<file path="src/rtl/lcd_mode_arbiter.sv">
// Display-mode tracker and character-LCD front end: power-up init sequence, then a registered
// two-stage mux from the active channel to the panel. Optional macro: LCD_CLEAR_ON_SWITCH_EN.
module lcd_mode_arbiter #(
    parameter int unsigned N_MODES   = 12,
    parameter int unsigned MODE_W    = 4,
    parameter int unsigned PWR_DELAY = 70,
    parameter int unsigned CMD_HOLD  = 30,
    parameter logic [7:0]  FUNC_CMD  = 8'h3C,
    parameter logic [7:0]  DISP_CMD  = 8'h0C,
    parameter logic [7:0]  ENTRY_CMD = 8'h06,
    parameter logic [7:0]  CLEAR_CMD = 8'h01
) (
    input  logic                      CLK_1k,
    input  logic                      RESET,
    input  logic                      SEL_STB,
    input  logic [MODE_W-1:0]         SEL_CODE,
    input  logic                      HOME_STB,
    input  logic                      BACK_STB,
    input  logic [N_MODES*MODE_W-1:0] PARENT_MAP,
    input  logic [N_MODES-1:0]        VALID_MAP,
    input  logic [N_MODES-1:0]        CH_RS,
    input  logic [N_MODES-1:0]        CH_RW,
    input  logic [N_MODES*8-1:0]      CH_DATA,
    output logic [MODE_W-1:0]         MODE,
    output logic                      MODE_CHG,
    output logic                      PROGRAM_EN,
    output logic                      LCD_E,
    output logic                      LCD_RS,
    output logic                      LCD_RW,
    output logic [7:0]                LCD_DATA
);

    localparam int unsigned CNT_MAX = (PWR_DELAY > CMD_HOLD) ? PWR_DELAY : CMD_HOLD;
    localparam int unsigned CNT_W   = $clog2(CNT_MAX + 1);
    localparam logic [CNT_W-1:0] PWR_TC  = CNT_W'(PWR_DELAY);
    localparam logic [CNT_W-1:0] HOLD_TC = CNT_W'(CMD_HOLD);
    localparam logic [3:0][7:0]  CMD_ROM = {CLEAR_CMD, ENTRY_CMD, DISP_CMD, FUNC_CMD};

    typedef enum logic [2:0] {
        S_DELAY,
        S_FUNC,
        S_DISP,
        S_ENTRY,
        S_PROG
`ifdef LCD_CLEAR_ON_SWITCH_EN
        , S_CLEAR
`endif
    } state_t;

    state_t             state_q, state_d;
    logic [CNT_W-1:0]   cnt_q, cnt_d;
    logic [MODE_W-1:0]  mode_q, mode_d, mode_prev_q, parent;
    logic               mode_chg_q, sel_ok, parent_ok, mode_change;
    logic               ch_rs, ch_rw, st1_rs_q, st1_rw_q;
    logic [7:0]         ch_data, st1_data_q;
    logic               cmd_rs, cmd_rw;
    logic [7:0]         cmd_data;
    logic               lcd_rs_q, lcd_rw_q;
    logic [7:0]         lcd_data_q;

    // Per-mode lookups; a code with no matching entry falls back to channel/parent 0.
    always_comb begin
        sel_ok  = 1'b0;
        parent  = '0;
        ch_rs   = CH_RS[0];
        ch_rw   = CH_RW[0];
        ch_data = CH_DATA[7:0];
        for (int i = 0; i < N_MODES; i++) begin
            if (SEL_CODE == MODE_W'(i)) sel_ok = VALID_MAP[i];
            if (mode_q == MODE_W'(i)) begin
                parent  = PARENT_MAP[i*MODE_W +: MODE_W];
                ch_rs   = CH_RS[i];
                ch_rw   = CH_RW[i];
                ch_data = CH_DATA[i*8 +: 8];
            end
        end
    end

    assign parent_ok = (32'(parent) < N_MODES);

    always_comb begin
        mode_d = mode_q;
        if (SEL_STB) begin
            mode_d = sel_ok ? SEL_CODE : '0;
        end else if (HOME_STB) begin
            mode_d = '0;
        end else if (BACK_STB) begin
            mode_d = parent_ok ? parent : '0;
        end
    end

    assign mode_change = (mode_d != mode_q);

    always_comb begin
        state_d  = state_q;
        cnt_d    = cnt_q + 1'b1;
        cmd_rs   = 1'b0;
        cmd_rw   = 1'b0;
        cmd_data = '0;
        case (state_q)
            S_DELAY: begin
                cmd_rs = 1'b1;
                cmd_rw = 1'b1;
                if (cnt_q == PWR_TC) begin
                    state_d = S_FUNC;
                    cnt_d   = '0;
                end
            end
            S_FUNC: begin
                cmd_data = CMD_ROM[0];
                if (cnt_q == HOLD_TC) begin
                    state_d = S_DISP;
                    cnt_d   = '0;
                end
            end
            S_DISP: begin
                cmd_data = CMD_ROM[1];
                if (cnt_q == HOLD_TC) begin
                    state_d = S_ENTRY;
                    cnt_d   = '0;
                end
            end
            S_ENTRY: begin
                cmd_data = CMD_ROM[2];
                if (cnt_q == HOLD_TC) begin
                    state_d = S_PROG;
                    cnt_d   = '0;
                end
            end
            S_PROG: begin
                cnt_d = '0;
`ifdef LCD_CLEAR_ON_SWITCH_EN
                if (mode_change) state_d = S_CLEAR;
`endif
            end
`ifdef LCD_CLEAR_ON_SWITCH_EN
            S_CLEAR: begin
                cmd_data = CMD_ROM[3];
                // A further switch restarts the clear hold from zero.
                if (mode_change) begin
                    cnt_d = '0;
                end else if (cnt_q == HOLD_TC) begin
                    state_d = S_PROG;
                    cnt_d   = '0;
                end
            end
`endif
            default: begin
                state_d = S_DELAY;
                cnt_d   = '0;
            end
        endcase
    end

    always_ff @(posedge CLK_1k or negedge RESET) begin
        if (!RESET) begin
            state_q     <= S_DELAY;
            cnt_q       <= '0;
            mode_q      <= '0;
            mode_prev_q <= '0;
            mode_chg_q  <= 1'b0;
        end else begin
            state_q     <= state_d;
            cnt_q       <= cnt_d;
            mode_q      <= mode_d;
            mode_prev_q <= mode_q;
            // Pulses in the cycle after MODE takes its new value.
            mode_chg_q  <= (mode_q != mode_prev_q);
        end
    end

    always_ff @(posedge CLK_1k or negedge RESET) begin
        if (!RESET) begin
            st1_rs_q   <= 1'b0;
            st1_rw_q   <= 1'b0;
            st1_data_q <= '0;
            lcd_rs_q   <= 1'b1;
            lcd_rw_q   <= 1'b1;
            lcd_data_q <= '0;
        end else begin
            st1_rs_q   <= ch_rs;
            st1_rw_q   <= ch_rw;
            st1_data_q <= ch_data;
            if (state_q == S_PROG) begin
                lcd_rs_q   <= st1_rs_q;
                lcd_rw_q   <= st1_rw_q;
                lcd_data_q <= st1_data_q;
            end else begin
                lcd_rs_q   <= cmd_rs;
                lcd_rw_q   <= cmd_rw;
                lcd_data_q <= cmd_data;
            end
        end
    end

    assign MODE       = mode_q;
    assign MODE_CHG   = mode_chg_q;
    assign PROGRAM_EN = (state_q == S_PROG);
    assign LCD_E      = CLK_1k;
    assign LCD_RS     = lcd_rs_q;
    assign LCD_RW     = lcd_rw_q;
    assign LCD_DATA   = lcd_data_q;

endmodule

</file>
<file path="config.mk">
export PLATFORM = sky130hd
export DESIGN_NAME = lcd_mode_arbiter
export DESIGN_NICKNAME = d
export VERILOG_FILES = /design/src/rtl/lcd_mode_arbiter.sv
export SDC_FILE = /design/constraint.sdc
export NUM_CORES = 1
export LEC_CHECK = 0
export ABC_AREA = 0
export BUFFER_PORTS_ARGS = -buffer_cell sky130_fd_sc_hd__buf_4
export CAP_MARGIN = 20
export CORE_MARGIN = 8
export CORE_UTILIZATION = 30
export CTS_CLUSTER_DIAMETER = 100
export CTS_CLUSTER_SIZE = 8
export DETAILED_ROUTE_END_ITERATION = 8
export HOLD_SLACK_MARGIN = 0.12
export PLACE_DENSITY_LB_ADDON = 0.08
export SKIP_CTS_REPAIR_TIMING = 1
export SLEW_MARGIN = 10
export SYNTH_ARGS = -nofsm -noshare
export SYNTH_HDL_FRONTEND = slang
export SYNTH_SLANG_ARGS = --single-unit
</file>
<file path="constraint.sdc">
create_clock -name CLK_1k -period 2.7 [get_ports CLK_1k]
set_clock_uncertainty 0.15 [all_clocks]
set_input_delay 0 -clock CLK_1k [delete_from_list [all_inputs] [get_ports CLK_1k]]
set_output_delay 0 -clock CLK_1k [all_outputs]
set_load 0.02 [all_outputs]
</file>
==> flow_summary.ini <==
[status]
status = finished clean

[sta]
slew_violations = 0
setup_viol = 0
relSlewSlack_pct = 42.6
min_period_over_period_pct = 95.7
fmax_mhz = 387
tns_ns = 0
min_period_ns = 2.58
hold_viol_final = 0
rsz0062_at_grt = no
worst-slew-pin-transition_ns = 0.860

[yosys]
synth_flop_cell = dfrtp_1
synth.cell_area_sq_mm = 0.00348
synth_async_sr_flop_share_pct = 100
synth_cell_types = 62
synth_seq_cells = 39
synth_edf_count = 0
syn_nets = 609
yosysWarningCount = 0
avgSynthCellArea_sq_um = 8.33
ys_seq_area_share_pct = 28.1
synthCells = 418

[global_routing]
grt_remaining_overflow = 0
grt_pass1_wl_mm = 22.6
grt_util_all_layers_pct = 19.1
grt_antenna_before_repair = 3
grt_max_degree = 79
first_global_vias = 4350

[floorplan]
core_area_sq_mm = 0.0114
io_pins = 206
rows = 39
dieHeight_microns = 124
die_area_sq_mm = 0.0153
die_w_microns = 124
initial_core_util_pct = 30.6

[route]
vias_per_cell = 5.25
detail_route.wl_per_cell_microns = 18.9
ant_nets = 0
vias = 4558
dr.first_iter.drc_count = 383
first_pass_iters = 6
routed_wl_mm = 16.4
drcViolationCount = 0

[worst_setup_path]
critical_path_arrival_ns = 2.72
critPathLaunchType = flop
endpoint_kind = flop
critPathMaxFanout = 15
worstPathRequired_ns = 2.83
path_class = reg -> reg

[place]
dp_hpwl_mm = 12.1
gp_congestion = 0.873
post_dp_cell_area_sq_mm = 0.00514
portBuffers = 205

[pwr]
ir_drop_v = 0.000284
p_per_area_mw_per_mm2 = 451
p_leak_nw = 2.91

[job]
max_cap_viol_count = 0

[min_path]
hp-class = in -> reg

[cells_and_area]
final_cell_mix = buf_4, dlygate4sd3_1, nand2_1
fin_nets = 911
drive_gt1_share_pct = 36.5
final_common_cell = buf_4
final_cell_area_sq_mm = 0.00650
area_growth_pct = 86.5

[clock_tree]
insertion_delay_ns = 0.39
cts.clk_slew.worst_paths_ns = 0.06
cts_tree = yes
[logic make-up after synthesis]
| kind of cell | after synthesis | synth area share (%) |
|---|---|---|
| compound gates | 148 | 28.4 |
| flops | 39 | 28.1 |
| buf+inv | 42 | 6.32 |
| mux | 29 | 13.4 |
| simple gates | 147 | 20.3 |
| xor+xnor | 11 | 2.77 |
| fa+ha+maj | 2 | 0.718 |
[metal layers]
layer  up-vias  share of wire, %  GRT usage, %
li1       2186                 -             -
met1      2132                39          22.8
met2       215                50          32.1
met3        25               9.6          6.53
met4         0               1.8          4.97
met5         -                 0             0
[through the flow]
step,util [%],power [W],setup WS [ns],std cells,hold WS [ns]
finish,57.1,0.00293,0.115,868,0.0767
floorplan,-,0.00135,0.640,418,-0.446
global placement,45.2,0.00177,0.389,746,-0.138
CTS,47.6,0.00277,0.308,757,-0.554
detailed placement,45.2,0.00178,0.330,746,-0.141
global route,57.1,0.00308,0.0432,867,0.126
[path summary, 6_finish.rpt]
path	startpoint	to	slack, ns	cells after the start
setup / recovery	MODE[3]	MODE[0]	0.12	7
hold / removal	CH_DATA[6]	st1_data_q[6]	0.08	5
setup reg to reg	MODE[3]	MODE[0]	0.12	7
hold reg to reg	st1_rw_q	LCD_RW	0.32	2
max in group asynchronous	RESET	MODE[0]	1.66	4
min in group asynchronous	RESET	LCD_RS	0.50	3
[sequential cells by signal, indices dropped and copies added (netlist names)]
register / flops
cnt_q: 7
MODE_CHG: 1
st1_data_q: 8
mode_prev_q: 4
state_q: 3
LCD_RW: 1
st1_rw_q: 1
MODE: 4
LCD_RS: 1
LCD_DATA: 8
st1_rs_q: 1
[critical path: stages, from the launching register on]
cell and delay, ns:
dfrtp_1 0.68, buf_4 0.24, nor2b_1 0.19, buf_4 0.24, and3_1 0.18, dlygate4sd3_1 0.54
o32ai_1 0.08, a21o_1 0.18
[Yosys cell counts (4+ instances only)]
library cell,count,area share [%]
and2_1,4,0.72
a221oi_1,5,1.3
nand3_1,14,2.0
nand2_1,48,5.2
a21oi_1,36,5.2
nor2_1,39,4.2
xnor2_1,8,2.0
clkbuf_1,5,0.54
nor2b_1,6,1.1
a22o_1,7,1.8
inv_1,9,0.97
a22oi_1,7,1.5
o22ai_1,4,0.72
mux2i_1,10,2.9
o21ai_0,23,3.3
o41ai_1,4,1.0
mux4_2,13,8.4
o221ai_1,5,1.3
a222oi_1,6,1.7
buf_4,7,1.5
nand3b_1,4,0.86
a31oi_1,8,1.4
dfrtp_1,37,27
buf_2,17,2.4
nand2b_1,10,1.8
and3_1,6,1.1
a211oi_1,4,0.86
o21ai_1,17,2.4
[cell type report]
type	count	area (sq um)
Clock inverter	2	60.1
Fill cell	1015	4870
Antenna cell	4	10.0
Sequential cell	39	983
Tap cell	143	179
Clock buffer	10	211
Inverter	9	33.8
Multi-Input combinational cell	337	2280
Timing Repair Buffer	324	2740
[report_power, final]
| group | leakage [nW] | switching, W | total, W | internal [W] |
|---|---|---|---|---|
| combinational | 2.29 | 0.000553 | 0.00120 | 0.000648 |
| sequential | 0.488 | 0.0000412 | 0.000700 | 0.000659 |
| clock | 0.133 | 0.000292 | 0.00103 | 0.000738 |
| total | 2.91 | 0.000886 | 0.00293 | 0.00204 |
No activity file was read; power rests on OpenSTA's default activity.
